--- config.mk ---
export PLATFORM = sky130hd
export DESIGN_NAME = epc_reg_bridge
export DESIGN_NICKNAME = d
export VERILOG_FILES = /design/src/rtl/epc_pkg.sv /design/src/rtl/epc_reg_bridge.sv
export SDC_FILE = /design/constraint.sdc
export NUM_CORES = 1
export LEC_CHECK = 0
export CORE_MARGIN = 2
export CORE_UTILIZATION = 42
export DETAILED_ROUTE_END_ITERATION = 6
export PLACE_DENSITY = 0.87
export SLEW_MARGIN = 20
export SYNTH_ARGS = -nofsm -noshare
export SYNTH_HDL_FRONTEND = slang
export SYNTH_SLANG_ARGS = --single-unit
--- constraint.sdc ---
create_clock -name clk -period 4.04 [get_ports clk]
set_input_delay 0.808 -clock clk [delete_from_list [all_inputs] [get_ports clk]]
set_output_delay 0.808 -clock clk [all_outputs]
set_load 0.005 [all_outputs]
--- src/rtl/epc_pkg.sv ---
`default_nettype none
// ---------------------------------------------------------------------------
// epc_pkg : shared types and helpers for the EPC register bridge
// Revision: 1.0
// ---------------------------------------------------------------------------
package epc_pkg;

    typedef enum logic [2:0] {
        IDLE    = 3'd0,
        WR      = 3'd1,
        RD_WAIT = 3'd2,
        ACK     = 3'd3,
        HOLD    = 3'd4
    } epc_state_t;

    localparam logic [31:0] EPC_BAD_DATA = 32'hDEADBEEF;

    // EPC numbers byte enables MSB-first; the register bus numbers them LSB-first
    function automatic logic [3:0] be_swap(input logic [3:0] be);
        return {be[0], be[1], be[2], be[3]};
    endfunction

endpackage
`default_nettype wire

--- src/rtl/epc_reg_bridge.sv ---
`default_nettype none
// ---------------------------------------------------------------------------
// epc_reg_bridge : PS EPC slave decoding single-beat accesses onto a simple
//                  internal register bus (strobes + read acknowledge)
// Revision: 1.0
// ---------------------------------------------------------------------------
module epc_reg_bridge
    import epc_pkg::*;
#(
    parameter int          ADDR_WIDTH = 16,
    parameter int          TIMEOUT    = 8,
    parameter logic [31:0] BAD_DATA   = EPC_BAD_DATA
) (
    input  logic                  clk,
    input  logic                  rst_n,
    input  logic [31:0]           epc_addr,
    input  logic                  epc_ads,
    input  logic [3:0]            epc_be,
    input  logic                  epc_cs_n,
    input  logic                  epc_rnw,
    input  logic [31:0]           epc_data_o,
    output logic [31:0]           epc_data_i,
    output logic                  epc_rdy,
    output logic [ADDR_WIDTH-1:0] reg_addr,
    output logic [31:0]           reg_wdata,
    output logic [3:0]            reg_be,
    output logic                  reg_wr,
    output logic                  reg_rd,
    input  logic [31:0]           reg_rdata,
    input  logic                  reg_rdack
);

    // TIMEOUT must stay below the PS abort limit of 10, so 4 bits always suffice
    localparam logic [3:0] C_TIMEOUT = 4'(TIMEOUT);

    epc_state_t            state_q, state_d;
    logic [3:0]            cnt_q, cnt_d;
    logic                  hit_q, hit_d;
    logic                  epc_rdy_q, epc_rdy_d;
    logic [31:0]           epc_data_i_q, epc_data_i_d;
    logic                  reg_wr_q, reg_wr_d;
    logic                  reg_rd_q, reg_rd_d;
    logic [ADDR_WIDTH-1:0] reg_addr_q, reg_addr_d;
    logic [31:0]           reg_wdata_q, reg_wdata_d;
    logic [3:0]            reg_be_q, reg_be_d;

    logic w_start;
    logic w_hit;
    logic w_unused_addr;

    assign w_start       = !epc_cs_n && epc_ads;
    assign w_hit         = (epc_addr[31:ADDR_WIDTH] == '0);
    assign w_unused_addr = ^epc_addr[1:0];

    always_comb begin
        state_d      = state_q;
        cnt_d        = cnt_q;
        hit_d        = hit_q;
        epc_data_i_d = epc_data_i_q;
        reg_addr_d   = reg_addr_q;
        reg_wdata_d  = reg_wdata_q;
        reg_be_d     = reg_be_q;
        epc_rdy_d    = 1'b0;
        reg_wr_d     = 1'b0;
        reg_rd_d     = 1'b0;

        case (state_q)
            IDLE: begin
                if (w_start) begin
                    reg_addr_d  = {epc_addr[ADDR_WIDTH-1:2], 2'b00};
                    reg_wdata_d = epc_data_o;
                    reg_be_d    = be_swap(epc_be);
                    hit_d       = w_hit;
                    cnt_d       = 4'd0;
                    if (epc_rnw) begin
                        state_d  = RD_WAIT;
                        reg_rd_d = w_hit;
                    end else begin
                        state_d  = WR;
                        reg_wr_d = w_hit && (epc_be != 4'b0000);
                    end
                end
            end
            WR: begin
                if (epc_cs_n) begin
                    state_d = IDLE;
                end else begin
                    state_d   = ACK;
                    epc_rdy_d = 1'b1;
                end
            end
            RD_WAIT: begin
                // An abort wins over a same-cycle acknowledge; no data is returned
                if (epc_cs_n) begin
                    state_d = IDLE;
                end else if (!hit_q) begin
                    epc_data_i_d = BAD_DATA;
                    state_d      = ACK;
                    epc_rdy_d    = 1'b1;
                end else if (reg_rdack) begin
                    epc_data_i_d = reg_rdata;
                    state_d      = ACK;
                    epc_rdy_d    = 1'b1;
                end else if (cnt_q == C_TIMEOUT) begin
                    epc_data_i_d = BAD_DATA;
                    state_d      = ACK;
                    epc_rdy_d    = 1'b1;
                end else begin
                    cnt_d = cnt_q + 4'd1;
                end
            end
            ACK: begin
                state_d = HOLD;
            end
            HOLD: begin
                if (epc_cs_n) begin
                    state_d = IDLE;
                end
            end
            default: begin
                state_d = IDLE;
            end
        endcase
    end

    always_ff @(posedge clk) begin
        if (!rst_n) begin
            state_q      <= IDLE;
            cnt_q        <= 4'd0;
            hit_q        <= 1'b0;
            epc_rdy_q    <= 1'b0;
            epc_data_i_q <= 32'd0;
            reg_wr_q     <= 1'b0;
            reg_rd_q     <= 1'b0;
            reg_addr_q   <= '0;
            reg_wdata_q  <= 32'd0;
            reg_be_q     <= 4'd0;
        end else begin
            state_q      <= state_d;
            cnt_q        <= cnt_d;
            hit_q        <= hit_d;
            epc_rdy_q    <= epc_rdy_d;
            epc_data_i_q <= epc_data_i_d;
            reg_wr_q     <= reg_wr_d;
            reg_rd_q     <= reg_rd_d;
            reg_addr_q   <= reg_addr_d;
            reg_wdata_q  <= reg_wdata_d;
            reg_be_q     <= reg_be_d;
        end
    end

    assign epc_rdy    = epc_rdy_q;
    assign epc_data_i = epc_data_i_q;
    assign reg_wr     = reg_wr_q;
    assign reg_rd     = reg_rd_q;
    assign reg_addr   = reg_addr_q;
    assign reg_wdata  = reg_wdata_q;
    assign reg_be     = reg_be_q;

endmodule
`default_nettype wire

# ---- Yosys cells after proc, flatten, opt, wreduce, memory -nomap -nowiden
# Cells that the tools add are included.
dict set report totals {
  reg_bits 93
  input_bits 106
  word_cells 65
}
dict set report classes {
  n_addsub 1
  n_eq_ne 13
  mux 24
  bitwise_logic 4
  reduce_logical 13
}
# operator count
set ops {}
lappend ops {{2-to-1 mux 32 bit} 3}
lappend ops {{2-to-1 mux 4 bit} 5}
lappend ops {{2-to-1 mux 3 bit} 6}
lappend ops {{logical NOT 16 bit} 1}
lappend ops {{one-hot mux 3 bit (5 select lines)} 1}
lappend ops {{!= test 2 bit, second input constant} 6}
lappend ops {{one-hot mux 4 bit (2 select lines)} 1}
lappend ops {{== test 3 x 2 -> 1 bit, second input constant} 2}
lappend ops {{AND reduction 3 bit} 2}
lappend ops {{AND reduction 6 bit} 1}
lappend ops {{2-to-1 mux 1 bit} 5}
lappend ops {{!= test 5 bit, second input constant} 1}
lappend ops {{adder 4 x 1 -> 4 bit, second input constant} 1}
lappend ops {{== test 4 bit, second input constant} 1}
lappend ops {{2-to-1 mux 2 bit} 2}
lappend ops {{NOT 1 bit} 4}
lappend ops {{AND reduction 4 bit} 1}
lappend ops {{nonzero test 4 bit} 1}
lappend ops {{OR reduction 4 bit} 1}
lappend ops {{== test 3 x 1 -> 1 bit, second input constant} 1}
lappend ops {{== test 3 bit, second input constant} 1}
lappend ops {{logical NOT 3 bit} 1}
lappend ops {{!= test 3 x 2 -> 1 bit, second input constant} 1}
lappend ops {{logical AND 1 bit} 2}
lappend ops {{other kinds (4)} 4}

# ---- Logic depth before layout (Yosys ltp)
# Gate-level depths: netlist (run 1).
dict set report logic_depth {
  depth_word 6
  mapped_depth 8
}

# ---- Least setup slack after synthesis (run 1)
# Ideal clock, no wire load.
dict set report synth_timing {
  kind {input -> register}
  start {in epc_cs_n}
  end {reg cnt_q[3]}
  setup_ns 0.062
  t_arrival_ns 1.770
  path_slack_ns 2.207
  stages 4
  path_buffers 0
  path_cell_list {nor4b_2 > nand3_2 > or4_1 > nand3_1}
}
dict set report synth_via {
  elab_chain_cells 4
}
# element line
set synth_lines {}
lappend synth_lines {{from (decl)} epc_reg_bridge.sv:19} ;# input logic epc_cs_n,
lappend synth_lines {{logical NOT 1 bit} epc_reg_bridge.sv:51} ;# assign w_start = !epc_cs_n && epc_ads;
lappend synth_lines {{logical AND 1 bit} epc_reg_bridge.sv:51}
lappend synth_lines {{!= test 2 bit (no line)} n/a}
lappend synth_lines {{AND reduction 6 bit (no line) (*)} n/a}
lappend synth_lines {{to (signal assigned)} epc_reg_bridge.sv:140} ;# cnt_q <= cnt_d;
lappend synth_lines {{to (decl)} epc_reg_bridge.sv:37} ;# logic [3:0] cnt_q, cnt_d;
# Mark *: on every way between the ends. The rest lies on a longest branch, timed or not.
# A chain may end at the register's enable or synchronous reset.

# ---- Worst setup path in the final report (run 1)
dict set report layout_timing {
  start {in epc_cs_n}
  end {reg epc_data_i_q[6] (netlist: epc_data_i[6])}
}
dict set report layout_via {
  elab_chain_cells 2
}
# element line
set layout_lines {}
lappend layout_lines {{NOT 1 bit (no line)} n/a}
lappend layout_lines {{AND reduction 3 bit (no line)} n/a}
lappend layout_lines {{to (signal assigned)} epc_reg_bridge.sv:143} ;# epc_data_i_q <= epc_data_i_d;
lappend layout_lines {{to (decl)} epc_reg_bridge.sv:40} ;# logic [31:0] epc_data_i_q, epc_data_i_d;
# No other way between the ends.

==> results by group, run 1 <==
Outcome
  – Status: complete, no violations

Power
  – Pwr dens: 316.6 mW/mm^2
  – Worst VDD drop: ~0.22 mV
  – Leakage: 1.964 nW

Min path
  – Hold Crit Class: flip-flop to flip-flop

Global routing
  – GR Overflow Total: 0
  – GRT Overall Usage: about a fifth
  – Initial antenna violation count: 0
  – Number of global-route vias before repair: 3,355
  – Largest net degree at the start of global routing: 65
  – First-pass GRT wire length: around 16,000 um

Yosys
  – Synthesized area per cell: approximately 8.4 um^2
  – EDFF count, synth: 0
  – Netlist cell types: 36
  – YS warnings: 0
  – Async SR Flop Fraction: 0%
  – Seq cells post-synth: 93
  – Post-synthesis sequential area ratio: just over 50%
  – Main synth FF type: dfxtp_1
  – Synthesized area: approximately 0.0036 mm^2
  – Syn Inst Count: 433

Critical path
  – Reg-to-Reg End: epc_data_i[6]
  – Worst setup path start: epc_cs_n
  – Worst EP required: 4.31 ns
  – Crit Path Category: input pin to flip-flop
  – Setup crit end kind: flip-flop
  – CP endpoint: epc_data_i[6]
  – Reg2Reg Launch Point: state_q[0]
  – Critical path arrival: about 2.7 ns
  – Setup slack, reg-to-reg: 2.06 ns
  – Reg2Reg Depth: 5
  – Startpoint Class: input pin
  – Worst-path maximum fanout: between 60 and 70

Cells and area
  – Final cell count without fillers: 713
  – Area Overhead vs Synth: 56.74%
  – Leading cell type in the layout, fill and taps excluded: clkdlybuf4s50_1
  – Final core utilization: 68.51%
  – Share of cells above drive strength 1: 7.730%
  – Final nets: 711
  – ANT cells: 0
  – Most frequent cells in the layout: clkdlybuf4s50_1, nand2_1, dfxtp_1, a21oi_1, nor2_1

Timing
  – Worst Skew: 0.01216 ns
  – RSZ-0062 raised after global routing: no
  – Worst-Margin Slew: 0.8940 ns
  – Final Hold Vio Count: 0
  – Setup slack after layout: 1.572 ns
  – Achievable frequency: 0.4051 GHz
  – Rel. slew slack: 40.40%
  – Count of final max-slew check failures: 0
  – Part of the cycle the worst path needs: 61.10%
  – Fin crit period: roughly 2.5 ns
  – Final setup violation count: 0
  – Total negative slack: 0 ns

CTS
  – Cts bufs inserted: 9
  – CTS tree: built
  – CTS Hold Bufs: 0
  – CTS sink cnt: 93
  – Setup bufs post-CTS: 0
  – Clock transition at path regs: 0.09 ns
  – Clk Latency, worst-skew pair: 0.34 ns
  – Clk buf depth: 2
  – Post_cts resized: 0
  – Root buffer cell: clkbuf_8
  – Total number of H-tree levels: 3

Routing
  – Routed WL: ~9600 um
  – Via Count: around 3,500
  – Drt first pass iters: 4
  – Vias per Instance: 4.957
  – Drt initial violations: 118
  – Routed WL per cell: 13.47 um
  – Final ANT Viol Nets: 0
  – DRC: 0

Placement
  – Buffers on Ports: 188
  – Inst Count DP: ~700
  – DP HPWL: 6941 um
  – Final GP Congestion: 0.8403
  – Pre-CTS WS: 1.232 ns

Floorplanning
  – Die ar.: 0.009395 mm^2
  – Die Wd: 96.93 um
  – I/O Pins: 193
  – Initial core utilization: around 44%
  – Die Y: 96.93 um
  – Core area: 0.008299 mm^2
  – Rows: 33

Flow run
  – Max-cap viol count: 0
## Yosys cell counts (2+ instances only)
master | number | area share, %
buf_6 | 3 | 0.93
a211oi_2 | 20 | 6.9
nand2_1 | 115 | 12
nand3b_1 | 4 | 0.83
nor4_1 | 3 | 0.52
buf_4 | 5 | 1.0
and2_1 | 4 | 0.69
a21oi_1 | 53 | 7.3
clkbuf_1 | 13 | 1.3
buf_1 | 2 | 0.21
nand3_1 | 5 | 0.69
nor4b_1 | 2 | 0.48
ha_1 | 2 | 0.69
nor2_1 | 51 | 5.3
a211oi_1 | 4 | 0.83
dfxtp_1 | 93 | 51
buf_2 | 12 | 1.7
nand4_1 | 13 | 2.2
o21ai_0 | 10 | 1.4
inv_1 | 3 | 0.31
## layer usage
metal	GRT usage (%)	vias up	part of all wire [%]
met1	23.28	1572	42
met4	6.067	0	1.4
met5	0	-	0
li1	-	1785	-
met2	34.62	165	47
met3	8.237	12	9.8
## layout make-up
class / instances / area [um^2]
clock inverters: 4 / 32.53
multi-input cells: 303 / 1584
inverters: 3 / 11.26
fillers: 657 / 2614
repair buffers: 193 / 1919
flip-flops and latches: 93 / 1862
well taps: 105 / 131.4
clock buffers: 12 / 145.1
## cell families (layout without fill, tap and decap cells)
family	count (synthesis)	count (layout)	share of synthesized area, %
compound gates	91	91	17.39
fa+ha+maj	2	2	0.6898
buf+inv	38	212	5.485
flops	93	93	51.33
simple gates	208	208	25.01
other cells	1	2	0.1034
## worst max-delay path, stage by stage
cell and delay [ns]:
clkdlybuf4s50_1 0.45, nor4b_2 0.32, a21boi_4 0.22, buf_4 0.54
nor2_1 0.12, a211oi_2 0.23
## per-stage QoR
| stage | hold WS (ns) | total power, mW | cell area (um^2) |
|---|---|---|---|
| finish | 0.4566 | 1.800 | 5685 |
| detailed placement | 0.4470 | 1.266 | 5508 |
| global placement | 0.4413 | 1.260 | 5508 |
| global route | 0.4721 | 1.890 | 5685 |
| CTS | 0.4579 | 1.830 | 5685 |
| floorplan | 0.4525 | 1.084 | 3631 |
## power by group
part           internal (mW)  switching, mW  leakage (nW)
combinational          0.171          0.105          1.12
clock                  0.245          0.312        0.0832
sequential             0.950         0.0175         0.756
total                   1.37          0.434          1.96
## worst min path at each step
stage / cells past startpoint / end / start
global route: 2 / reg_wdata[7] / reg_wdata[7]
detailed placement: 2 / reg_wdata[24] / reg_wdata[24]
global placement: 2 / reg_wdata[27] / reg_wdata[27]
finish: 2 / reg_addr[2] / reg_addr[2]
floorplan: 2 / epc_data_i[14] / epc_data_i[14]
CTS: 2 / reg_wdata[3] / reg_wdata[3]
## flip-flops by register name (all words and copies together), names as in the netlist
register,flops
cnt_q,4
epc_data_i,32
epc_rdy,1
hit_q,1
reg_addr,14
reg_be,4
reg_rd,1
reg_wdata,32
reg_wr,1
state_q,3
Note: power is estimated with default switching activity, not from simulation.
==> inputs of run 2 (changes only) <==
--- a/config.mk
+++ b/config.mk
@@ -6,9 +6,9 @@
 export NUM_CORES = 1
 export LEC_CHECK = 0
 export CORE_MARGIN = 2
-export CORE_UTILIZATION = 42
+export CORE_UTILIZATION = 39
 export DETAILED_ROUTE_END_ITERATION = 6
-export PLACE_DENSITY = 0.87
+export PLACE_DENSITY = 0.82
 export SLEW_MARGIN = 20
 export SYNTH_ARGS = -nofsm -noshare
 export SYNTH_HDL_FRONTEND = slang
==> constraint.sdc (replaced) <==
create_clock -name clk -period 2.6 [get_ports clk]
set_input_delay 0.52 -clock clk [delete_from_list [all_inputs] [get_ports clk]]
set_output_delay 0.52 -clock clk [all_outputs]
set_load 0.005 [all_outputs]
==> run 2 against run 1 <==
Power grew 63%. Via count grew 1.2%. Cell count grew 1.5%. Clock skew shrank 0.0014 ns. Sequential power grew 55%. Largest power group unchanged.
==> results by group, run 2 (synthesis results as in run 1) <==
Outcome
  – Status: complete, no violations

Floorplanning
  – Die Wd: 100.4 um (+3.6%)
  – Die ar.: 0.01009 mm^2 (+7.4%)
  – Die Y: 100.4 um (+3.6%)
  – Core area: 0.009153 mm^2 (+10%)
  – Initial core utilization: 39.63% (-4.1 points)
  – Rows: 35 (+6.1%)
  – I/O Pins: 193 (unchanged)

Cells and area
  – ANT cells: 0 (unchanged)
  – Share of cells above drive strength 1: 8.809% (+1.1 points)
  – Most frequent cells in the layout: clkdlybuf4s50_1, nand2_1, dfxtp_1, a21oi_1, nor2_1
  – Register area: 0.001862 mm^2 (unchanged)
  – Leading cell type in the layout, fill and taps excluded: clkdlybuf4s50_1
  – Filler Cell Count: 773 (+18%)
  – Area Overhead vs Synth: 59.50%
  – Area of the multi-input gates: 0.001584 mm^2 (unchanged)
  – Final nets: 716 (+0.70%)

Power
  – Leakage: 2.006 nW (+2.2%)
  – Pwr dens: 507.4 mW/mm^2 (+60%)
  – Worst VDD drop: 0.2831 mV (+29%)

Global routing
  – Initial antenna violation count: 0 (unchanged)
  – First-pass GRT wire length: 15,370 um (-2.5%)
  – GR Overflow Total: 0 (unchanged)
  – GRT Overall Usage: 19.02% (-1.3 points)
  – Number of global-route vias before repair: 3,322 (-0.98%)
  – Largest net degree at the start of global routing: 65 (unchanged)

Timing
  – Part of the cycle the worst path needs: roughly three quarters
  – Worst-Margin Slew: 0.7894 ns (-0.1046 ns)
  – Fin crit period: about 1.9 ns
  – Total negative slack: 0 ns (unchanged)
  – Setup slack after layout: 0.6733 ns (-0.8984 ns)
  – Final Hold Vio Count: 0 (unchanged)
  – Rel. slew slack: 47.24% (+6.8 points)
  – Worst Skew: 0.01081 ns (-0.001353 ns)
  – Achievable frequency: between 0.5 and 0.6 GHz
  – RSZ-0062 raised after global routing: no
  – Final setup violation count: 0 (unchanged)
  – Count of final max-slew check failures: 0 (unchanged)

CTS
  – Total number of H-tree levels: 3 (unchanged)
  – Clk Latency, worst-skew pair: 0.35 ns (about the same)
  – Cts bufs inserted: 9 (unchanged)
  – Setup bufs post-CTS: 0 (unchanged)
  – CTS Hold Bufs: 0 (unchanged)
  – Root buffer cell: clkbuf_8
  – Post_cts resized: 0 (unchanged)
  – Clk buf depth: 2 (unchanged)
  – CTS tree: built
  – Clock transition at path regs: 0.09 ns (about the same)
  – CTS sink cnt: 93 (unchanged)

Placement
  – Buffers on Ports: 188 (unchanged)
  – DP HPWL: 7424 um (+7.0%)
  – Pre-CTS WS: 0.3424 ns (-0.8893 ns)
  – Final GP Congestion: 0.7850 (-6.6%)

Critical path
  – Startpoint Class: input pin
  – Reg2Reg Depth: 5 (unchanged)
  – Crit Path Category: input pin to flip-flop
  – Worst-path maximum fanout: 64 (unchanged)
  – Critical path arrival: 2.18 ns (-0.56 ns)
  – Worst EP required: 2.85 ns (-1.46 ns)
  – Setup crit end kind: flip-flop

Min path
  – WHS Path Cells: 2 (unchanged)
  – Hold Crit Class: flip-flop to flip-flop

Routing
  – DRC: 0 (unchanged)
  – Drt initial violations: 74 (-37%)
  – Routed WL: 9864 um (+2.7%)
  – Final ANT Viol Nets: 0 (unchanged)
  – Vias per Instance: 4.942 (-0.29%)
  – Via Count: 3,578 (+1.2%)
  – Routed WL per cell: 13.62 um (+1.1%)
  – Drt first pass iters: 4 (unchanged)

Flow run
  – Max-cap viol count: 0 (unchanged)
## run 2: cell type report
class | count | share of cell area (%)
multi-input combinational | 303 | 27.38
clock buffer | 10 | 2.379
tap | 111 | 2.401
clock inverter | 6 | 1.211
timing repair buffer | 198 | 34.26
sequential | 93 | 32.18
inverter | 3 | 0.1946
## run 2: worst paths after layout
kind / start / slack, ns / endpoint
min: reg_addr[5] / 0.46 / reg_addr[5]
min reg2reg: reg_addr[5] / 0.46 / reg_addr[5]
max reg2reg: state_q[0] / 0.88 / epc_data_i[28]
max: epc_cs_n / 0.67 / epc_data_i[28]
## run 2: critical path, cell delays in order
cell             delay [ns]
clkdlybuf4s50_1        0.46
nor4b_2                0.33
a21boi_4               0.26
buf_12                 0.29
nor2_1                 0.07
a211oi_1               0.23
## run 2: layer usage
| layer | part of all wire, % | track usage [%] | vias up |
|---|---|---|---|
| li1 | - | - | 1794 |
| met1 | 41 | 21.62 | 1626 |
| met2 | 48 | 32.58 | 141 |
| met3 | 8.4 | 6.476 | 17 |
| met4 | 2.0 | 7.903 | 0 |
| met5 | 0 | 0 | - |
## run 2: metrics by stage
| stage | utilization (%) | instance area, um^2 | std cells | hold WS, ns | total power [mW] |
|---|---|---|---|---|---|
| floorplan | - | 3631 | 434 | 0.4525 | 1.684 |
| global placement | 60.94 | 5578 | 708 | 0.4418 | 1.968 |
| detailed placement | 60.94 | 5578 | 708 | 0.4461 | 1.980 |
| CTS | 63.21 | 5786 | 724 | 0.4594 | 2.972 |
| global route | 63.21 | 5786 | 724 | 0.4781 | 3.065 |
| finish | 63.21 | 5786 | 724 | 0.4570 | 2.936 |
## run 2: power by group
part | leakage, nW | switching, mW | internal [mW] | total (mW)
combinational | 1.16 | 0.166 | 0.274 | 0.440
clock | 0.0951 | 0.516 | 0.476 | 0.992
sequential | 0.756 | 0.0272 | 1.48 | 1.50
==> inputs of run 3 (changes only) <==
--- a/config.mk
+++ b/config.mk
@@ -6,9 +6,9 @@
 export NUM_CORES = 1
 export LEC_CHECK = 0
 export CORE_MARGIN = 2
-export CORE_UTILIZATION = 39
+export CORE_UTILIZATION = 35
 export DETAILED_ROUTE_END_ITERATION = 6
-export PLACE_DENSITY = 0.82
+export PLACE_DENSITY = 0.78
 export SLEW_MARGIN = 20
 export SYNTH_ARGS = -nofsm -noshare
 export SYNTH_HDL_FRONTEND = slang
==> constraint.sdc (replaced) <==
create_clock -name clk -period 1.56 [get_ports clk]
set_input_delay 0.312 -clock clk [delete_from_list [all_inputs] [get_ports clk]]
set_output_delay 0.312 -clock clk [all_outputs]
set_load 0.005 [all_outputs]
==> run 3 against run 2 <==
The flow now finishes with violations (setup timing). Cell count increased by 5.9%. Clock-buffer cell count stayed put. Cell area increased by 7.1%. Critical path depth increased by 1. Wire length rose by 9.4%. Flip-flop and latch count unchanged. Die area is 11% higher. Setup slack worse by 0.69 ns. Combinational power is 75% higher. Largest cell class unchanged. Global-route usage fell by 0.84 points. Highest routed layer unchanged.
==> results by group, run 3 (synthesis results as in run 1) <==
Power
  – Clock group share of total power: 33.1% (-0.7 points)
  – Pint: 3.726 mW (+67%)
  – Sequential Power Share: 51.2% (about the same)
  – Pwr dens: 790.1 mW/mm^2 (+56%)
  – Overall Power: 4.898 mW (+67%)
  – Leakage: 2.569 nW (+28%)
  – Net Sw Frac: 23.91% (-0.26 points)
  – P_sw: 1.171 mW (+65%)
  – Worst VDD drop: 0.4142 mV (+46%)
  – Logic pwr share: 15.7% (+0.7 points)

Global routing
  – First-pass GRT wire length: 16,580 um (+7.9%)
  – GR Overflow Total: 0 (unchanged)
  – Number of global-route vias before repair: 3,510 (+5.7%)
  – Initial antenna violation count: 0 (unchanged)
  – Largest net degree at the start of global routing: 44 (-32%)
  – GRT Overall Usage: 18.17% (-0.84 points)

Routing
  – Drt first pass iters: 6 (+2)
  – DRC: 0 (unchanged)
  – Routed WL: 10,790 um (+9.4%)
  – Final ANT Viol Nets: 0 (unchanged)
  – Routed WL per cell: 14.06 um (+3.2%)
  – Vias per Instance: 4.730 (-4.3%)
  – Via Count: 3,628 (+1.4%)
  – Drt initial violations: 141 (+91%)

Critical path
  – Setup crit end kind: flip-flop
  – CP endpoint: epc_data_i[13]
  – Worst EP required: 1.81 ns (-1.04 ns)
  – Setup slack, reg-to-reg: -0.01 ns (-0.89 ns)
  – Reg2Reg Launch Point: cnt_q[0]
  – Crit Path Category: input pin to flip-flop
  – Startpoint Class: input pin
  – Critical path arrival: 1.83 ns (-0.35 ns)
  – Reg2Reg Depth: 8 (+3)
  – Reg-to-Reg End: epc_data_i[13]
  – Worst setup path start: epc_cs_n
  – Worst-path maximum fanout: 8 (-88%)

Placement
  – Buffers on Ports: 188 (unchanged)
  – Inst Count DP: 744 (+5.1%)
  – Final GP Congestion: 0.8002 (+1.9%)
  – DP HPWL: 7430 um (about the same)

CTS
  – CTS tree: built
  – Root buffer cell: clkbuf_8
  – Clock transition at path regs: 0.09 ns (about the same)
  – Cts bufs inserted: 9 (unchanged)
  – Total number of H-tree levels: 3 (unchanged)
  – Clk Latency, worst-skew pair: 0.35 ns (about the same)
  – CTS sink cnt: 93 (unchanged)
  – Clk buf depth: 2 (unchanged)

Floorplanning
  – Core area: 0.01018 mm^2 (+11%)
  – Die Wd: 105.8 um (+5.3%)
  – Rows: 37 (+5.7%)
  – I/O Pins: 193 (unchanged)
  – Initial core utilization: 35.61% (-4.0 points)
  – Die Y: 105.8 um (+5.3%)
  – Die ar.: 0.01119 mm^2 (+11%)

Cells and area
  – Share of cells above drive strength 1: 17.12% (+8.3 points)
  – Final nets: 735 (+2.7%)
  – Register area: 0.001892 mm^2 (+1.6%)
  – Most frequent cells in the layout: clkdlybuf4s50_1, nand2_1, dfxtp_1, a21oi_1, nor2_1
  – Area Overhead vs Synth: 70.89%
  – ANT cells: 0 (unchanged)
  – Final cell count without fillers: 767 (+5.9%)
  – Area of the multi-input gates: 0.001639 mm^2 (+3.5%)
  – Filler Cell Count: 878 (+14%)
  – Leading cell type in the layout, fill and taps excluded: clkdlybuf4s50_1

Min path
  – Hold Crit Class: flip-flop to flip-flop
  – Worst hold path startpoint: reg_wdata[1]

Timing
  – Setup slack after layout: -0.01872 ns (-0.6920 ns)
  – Part of the cycle the worst path needs: 101.2%
  – Hold_ws: 0.4530 ns (-0.004019 ns)
  – Final Hold Vio Count: 0 (unchanged)
  – Worst Skew: 0.01568 ns (+0.004870 ns)
  – Count of final max-slew check failures: 0 (unchanged)
  – Worst-Margin Slew: 0.5665 ns (-0.2229 ns)
  – RSZ-0062 raised after global routing: yes
  – Rel. slew slack: 62.23% (+15 points)
  – Fin crit period: 1.579 ns
  – Final setup violation count: 5 (+5)
  – Achievable frequency: 0.6334 GHz

Outcome
  – Status: finished, violations left
  – Failing checks: setup timing

Flow run
  – Max-cap viol count: 0 (unchanged)
[run 3: cell count changes in the layout (fill, tap and decap cells not counted), moves of 10 or more]
| cell | previous run | this run |
|---|---|---|
| buf_4 | 8 | 18 |
| dfxtp_1 | 93 | 69 |
| clkdlybuf4s50_1 | 188 | 165 |
| dlymetal6s2s_1 | 0 | 22 |
| dfxtp_2 | 0 | 24 |
[run 3: timing repair]
action,CTS,global route
cloned,1,4
resized for setup,3,68
hold buffers,0,0
setup buffers,1,3
setup endpoints to repair,26,95
pin swaps,1,17
[run 3: layout make-up]
class | instances | area share, %
well taps | 136 | 2.745
clock buffers | 10 | 2.220
inverters | 3 | 0.1817
clock inverters | 5 | 0.9689
flip-flops and latches | 93 | 30.52
multi-input cells | 303 | 26.44
repair buffers | 217 | 36.92
[run 3: through the flow]
| stage | utilization [%] | setup TNS [ns] | instance area (um^2) | worst slack, ns |
|---|---|---|---|---|
| after floorplan | - | 0 | 3631 | 0.07302 |
| after global placement | 56.13 | -23.94 | 5717 | -0.3611 |
| after detailed placement | 56.13 | -26.12 | 5717 | -0.3874 |
| after CTS | 58.54 | 0 | 5962 | 0.004724 |
| after global routing | 60.86 | -1.328 | 6198 | -0.09737 |
| final | 60.86 | -0.04831 | 6198 | -0.01872 |
[run 3: layer usage]
metal	wire (um)	share of wire, %	GRT usage, %
met1	4480	42	22.12
met2	5355	50	30.46
met3	838	7.8	5.751
met4	113	1.0	5.921
met5	0	0	0
[run 3: how the worst min path moves through the flow]
stage | to | slack, ns | cells past startpoint
4_1_cts | reg_be[3] | 0.46 | 2
2_1_floorplan | reg_wr | 0.39 | 1
3_3_place_gp | reg_be[2] | 0.44 | 2
5_1_grt | reg_be[3] | 0.47 | 2
3_5_place_dp | reg_be[3] | 0.45 | 2
6_report | reg_wdata[1] | 0.45 | 2
[run 3: worst max-delay path: stages]
cell and delay [ns]:
clkdlybuf4s50_1 0.43, nor4b_2 0.27, a21boi_4 0.29, buf_12 0.16
clkbuf_16 0.16, nor2_2 0.04, a211oi_2 0.16
[run 3: power groups by stage]
stage                     combinational (mW)  clock (mW)  sequential (mW)
after global placement                 0.738           0             2.56
after floorplan                        0.239           0             2.57
after detailed placement               0.750           0             2.56
after CTS                              0.763        1.67             2.51
final                                  0.770        1.62             2.51
after global routing                   0.834        1.78             2.52
